===== src/rtl/framer_if.sv =====
// Byte-stream handshake bundle (AXI4-Stream subset) shared by framer ports.
interface framer_if;
    logic       tvalid;
    logic       tready;
    logic [7:0] tdata;
    logic       tlast;

    modport master (output tvalid, output tdata, output tlast, input tready);
    modport slave  (input tvalid, input tdata, input tlast, output tready);
endinterface


===== src/rtl/framer.sv =====
// Frame encoder: wraps each AXI4-Stream packet as START, escaped payload, STOP.
module framer #(
    parameter logic [7:0] ESCAPE_BYTE = 8'h7F,
    parameter logic [7:0] START_BYTE  = 8'h7D,
    parameter logic [7:0] STOP_BYTE   = 8'h7E
) (
    input  logic      aclk,
    input  logic      aresetn,
    framer_if.slave   target,
    framer_if.master  initiator
);

    localparam int unsigned DATA_W = 8;

    // Control bytes must be distinguishable on the wire.
    if ((ESCAPE_BYTE == START_BYTE) || (ESCAPE_BYTE == STOP_BYTE) || (START_BYTE == STOP_BYTE)) begin : g_param_check
        $error("framer: ESCAPE_BYTE, START_BYTE and STOP_BYTE must be distinct");
    end

    typedef enum logic [1:0] {
        ST_IDLE,
        ST_DATA,
        ST_ESC,
        ST_STOP
    } state_t;

    state_t              r_state;
    logic                r_tvalid;
    logic [DATA_W-1:0]   r_tdata;
    logic [DATA_W-1:0]   r_hold_data;
    logic                r_hold_last;

    logic                w_slot_free;
    logic                w_special;
    logic                w_handshake;

    // Output slot can take a new byte when empty or being drained this cycle.
    assign w_slot_free = !r_tvalid || initiator.tready;
    assign w_special   = (target.tdata == ESCAPE_BYTE) ||
                         (target.tdata == START_BYTE)  ||
                         (target.tdata == STOP_BYTE);
    assign target.tready = w_slot_free && (r_state == ST_DATA);
    assign w_handshake   = target.tvalid && w_slot_free && (r_state == ST_DATA);

    assign initiator.tvalid = r_tvalid;
    assign initiator.tdata  = r_tdata;
    assign initiator.tlast  = 1'b0;

    // Frame sequencer and output register; a loaded byte overrides the default drain.
    always_ff @(posedge aclk or negedge aresetn) begin
        if (!aresetn) begin
            r_state     <= ST_IDLE;
            r_tvalid    <= 1'b0;
            r_tdata     <= DATA_W'(0);
            r_hold_data <= DATA_W'(0);
            r_hold_last <= 1'b0;
        end else begin
            if (w_slot_free) begin
                r_tvalid <= 1'b0;
            end
            case (r_state)
                ST_IDLE: begin
                    // Payload byte stays pending; only the marker goes out.
                    if (w_slot_free && target.tvalid) begin
                        r_tvalid <= 1'b1;
                        r_tdata  <= START_BYTE;
                        r_state  <= ST_DATA;
                    end
                end
                ST_DATA: begin
                    if (w_handshake) begin
                        r_tvalid <= 1'b1;
                        if (w_special) begin
                            r_tdata     <= ESCAPE_BYTE;
                            r_hold_data <= target.tdata;
                            r_hold_last <= target.tlast;
                            r_state     <= ST_ESC;
                        end else begin
                            r_tdata <= target.tdata;
                            if (target.tlast) begin
                                r_state <= ST_STOP;
                            end
                        end
                    end
                end
                ST_ESC: begin
                    if (w_slot_free) begin
                        r_tvalid <= 1'b1;
                        r_tdata  <= r_hold_data;
                        r_state  <= r_hold_last ? ST_STOP : ST_DATA;
                    end
                end
                ST_STOP: begin
                    if (w_slot_free) begin
                        r_tvalid <= 1'b1;
                        r_tdata  <= STOP_BYTE;
                        r_state  <= ST_IDLE;
                    end
                end
                default: begin
                    r_state <= ST_IDLE;
                end
            endcase
        end
    end

endmodule


===== src/flat_wrapper.sv =====
// flat-port wrapper written by rule: the top's interface ports become plain ports
module framer_flat 
#(
    parameter logic [7:0] ESCAPE_BYTE = 8'h7F,
    parameter logic [7:0] START_BYTE  = 8'h7D,
    parameter logic [7:0] STOP_BYTE   = 8'h7E
)
  (aclk, aresetn, target_tvalid, target_tdata, target_tlast, target_tready, initiator_tvalid, initiator_tdata, initiator_tlast, initiator_tready);
  framer_if target_i ();
  framer_if initiator_i ();
  input  logic aclk;
  input  logic aresetn;
  input wire logic [$bits(target_i.tvalid)-1:0] target_tvalid;
  input wire logic [$bits(target_i.tdata)-1:0] target_tdata;
  input wire logic [$bits(target_i.tlast)-1:0] target_tlast;
  output wire logic [$bits(target_i.tready)-1:0] target_tready;
  output wire logic [$bits(initiator_i.tvalid)-1:0] initiator_tvalid;
  output wire logic [$bits(initiator_i.tdata)-1:0] initiator_tdata;
  output wire logic [$bits(initiator_i.tlast)-1:0] initiator_tlast;
  input wire logic [$bits(initiator_i.tready)-1:0] initiator_tready;
  assign target_i.tvalid = target_tvalid;
  assign target_i.tdata = target_tdata;
  assign target_i.tlast = target_tlast;
  assign target_tready = target_i.tready;
  assign initiator_tvalid = initiator_i.tvalid;
  assign initiator_tdata = initiator_i.tdata;
  assign initiator_tlast = initiator_i.tlast;
  assign initiator_i.tready = initiator_tready;
  framer #(.ESCAPE_BYTE(ESCAPE_BYTE), .START_BYTE(START_BYTE), .STOP_BYTE(STOP_BYTE)) u_core (.aclk(aclk), .aresetn(aresetn), .target(target_i), .initiator(initiator_i));
endmodule

===== config.mk =====
export PLATFORM = sky130hd
export DESIGN_NAME = framer_flat
export DESIGN_NICKNAME = d
export VERILOG_FILES = /design/src/rtl/framer_if.sv /design/src/rtl/framer.sv /design/src/flat_wrapper.sv
export SDC_FILE = /design/constraint.sdc
export NUM_CORES = 1
export LEC_CHECK = 0
export CAP_MARGIN = 10
export CORE_ASPECT_RATIO = 0.8
export CORE_MARGIN = 3
export CORE_UTILIZATION = 42
export DETAILED_ROUTE_END_ITERATION = 10
export PLACE_DENSITY_LB_ADDON = 0.3
export SLEW_MARGIN = 15
export SYNTH_ARGS = -nofsm -noshare
export SYNTH_HDL_FRONTEND = slang
export SYNTH_SLANG_ARGS = --single-unit

===== constraint.sdc =====
create_clock -name aclk -period 1.4 [get_ports aclk]
set_input_delay 0.28 -clock aclk [delete_from_list [all_inputs] [get_ports aclk]]
set_output_delay 0.28 -clock aclk [all_outputs]
set_load 0.02 [all_outputs]

==> impl_results.md <==
- Max Transition Viols Final: 0
- Final Cycle Share: 1.02
- Hold Violations, Final: 0
- Worst EP arrival: 1150 ps
- Post-Synthesis Cells: 82
- # IOs: 24
- CTS tree: built
- Core box area: 0.00196 sq mm
- Initial drt markers: 15
- WS Path Type: input port to output pin
- CP Capture Type: output pin
- Detailed-route DRC error count: 0
- Failing checks: negative setup slack
- Clk pin slew, worst setup/hold paths: 110 ps
- Fin crit period: 1430 ps
- Clock skew: 5.05 ps
- Worst setup SP type: input port
- Worst-Skew Late Latency: 300 ps
- Hpwl dp: 1520 microns
- # nets final: 130
- Post-place setup slack: -504 ps
- Design Area, Final: 0.00128 sq mm
- Fill cell count: 160
- FP Rows: 14
- Critical path origin: initiator_tready
- Dpl cell area: 0.00123 sq mm
- Ranking of synthesized cells by area: dfrtp_1 (55%), mux2_4 (4.9%), nand2_1 (4.5%)
- Yosys warnings: 0
- Post-synth top area cell: dfrtp_1
- DR pass1 iterations: 4
- P_leak: 0.659 nW
- First-pass GRT wire length: 3500 microns
- Largest net degree at the start of global routing: 21
- Reg2Reg Launch Point: u_core.initiator.tvalid
- Netlist cell types: 30
- CP required: 1120 ps
- Synth top area share: 0.547
- All-Layer GR Usage: 0.173
- Antenna violations before repair: 0
- Mean Syn Cell Area: 11.2 sq um
- #FFs+latches synth: 20
- Fraction of layout instances using a drive strength above 1: 0.216
- Max FO, Critical Path: 2
- Clock sinks: 20
- Avg WL per Cell: 13.8 microns
- Die area: 0.00278 sq mm
- Power Density: 1770 mW/mm^2
- Hold crit path type: input port to async pin
- WL final: 1930 microns
- Number of global-route vias before repair: 731
- Mapped Area: 915 sq um
- Setup bufs post-CTS: 0
- Port Buffers: 22
- Peak VDD IR: 0.00118 V
- Final setup violation count: 1
- Slack of the critical path: -32.4 ps
- Num CTS Buffers: 3
- Max Cap Viol: 0
- Area Overhead vs Synth: 39.5%
- # diodes: 0
- CTS Buffer Depth: 2
- Synth Net Count: 95
- Initial Utilization: 0.466
- Status: finished with violations
- Gr ovfl total: 0
- Post-DRT Antenna Nets: 0
- RD Place Congestion: 0.788
- Max Fclk: 698 MHz
- Die extent in x: 58.2 microns
- Vias: 696
- Die height: 47.7 microns
- CTS root buf: clkbuf_4
- Avg Vias per Cell: 4.97
- Unrepaired setup endpoints after global routing: yes
- Post-synthesis sequential area ratio: 0.547
- Htree depth: 1
==> placed cells by master (no fill, tap or decap), drive strengths merged, types with 3 or more instances in the layout <==
cell type / netlist / routed
nand2: 11 / 11
clkbuf: 0 / 4
o22ai: 5 / 5
dlymetal6s2s: 0 / 5
or2: 5 / 5
dfrtp: 20 / 20
buf: 4 / 13
clkdlybuf4s50: 0 / 7
o21ai: 10 / 10
mux2: 3 / 3
dlygate4sd2: 0 / 9
==> critical path, cell delays in order <==
cell and delay [ps]:
clkdlybuf4s50_1 440, and2b_1 210, nor2_4 100, buf_6 120
==> per-layer routing <==
layer,wire (microns),global-route usage
met5,0,0
met4,0,0.0324
met3,144,0.0566
met2,873,0.293
met1,915,0.224
==> cells by family after synthesis <==
family | share of synthesized area
other cells | 0.00410
compound gates | 0.159
buf+inv | 0.0397
mux | 0.0602
simple gates | 0.190
flops | 0.547
==> power breakdown <==
part	total (W)	leakage, nW	switching [W]	internal, W
sequential	0.000858	0.252	0.0000969	0.000761
combinational	0.00106	0.385	0.000566	0.000498
clock	0.000335	0.0210	0.000176	0.000159
total	0.00226	0.659	0.000840	0.00142
==> cells in the mapped netlist <==
master	count
or3_1	1
o211ai_1	1
and2b_1	2
nand4b_1	1
nor3_1	1
mux2_4	3
nand2_1	11
inv_1	1
a21oi_1	1
dfrtp_1	20
buf_8	1
nand2b_1	1
o21ai_0	2
conb_1	1
o22ai_1	5
o21bai_2	1
nor2_4	1
nor2_1	1
buf_4	1
mux2i_1	1
or2_1	5
and3_4	1
o31ai_1	2
nand2b_4	1
buf_2	2
o21ai_1	8
o21ba_1	1
a22oi_1	2
or2b_1	1
nor2b_1	2
==> per-stage QoR <==
step,TNS (ps),power (W),util,hold WS [ps],instances
global route,-216,0.00244,0.651,293,140
floorplan,-500,0.00149,-,-15.6,82
finish,-32.4,0.00226,0.651,293,140
global placement,-5850,0.00199,0.629,453,136
CTS,-38.6,0.00228,0.644,298,140
detailed placement,-5950,0.00203,0.629,458,136
==> sequential cells by signal, indices dropped and copies added, names as in the netlist <==
register                 cells
u_core.r_hold_data           8
u_core.r_state               2
u_core.initiator.tvalid      1
u_core.initiator.tdata       8
u_core.r_hold_last           1
==> worst paths after layout <==
| check | end | slack (ps) | cells past startpoint |
|---|---|---|---|
| max in group asynchronous | u_core.r_hold_data[5] | 900 | 2 |
| hold / removal | u_core.initiator.tdata[4] | 290 | 2 |
| hold reg to reg | u_core.r_hold_data[3] | 470 | 1 |
| setup / recovery | target_tready | -30 | 4 |
| setup reg to reg | u_core.r_hold_last | 60 | 4 |
| min in group aclk | u_core.initiator.tdata[6] | 310 | 3 |
==> area by class of cell <==
| cell class | count | area [sq um] | area share |
|---|---|---|---|
| repair buffers | 34 | 325 | 0.255 |
| well taps | 24 | 30.0 | 0.0235 |
| clock buffers | 4 | 36.3 | 0.0284 |
| flip-flops and latches | 20 | 500 | 0.392 |
| inverters | 1 | 3.75 | 0.00294 |
| multi-input cells | 57 | 380 | 0.298 |
==> what timing repair did <==
item	in CTS	in global routing
endpoints found under the setup margin	12	15
pin swaps	1	3
hold buffers	0	0
gates resized for setup	16	5
gates cloned	0	0
(Power assumes the default switching activity.)
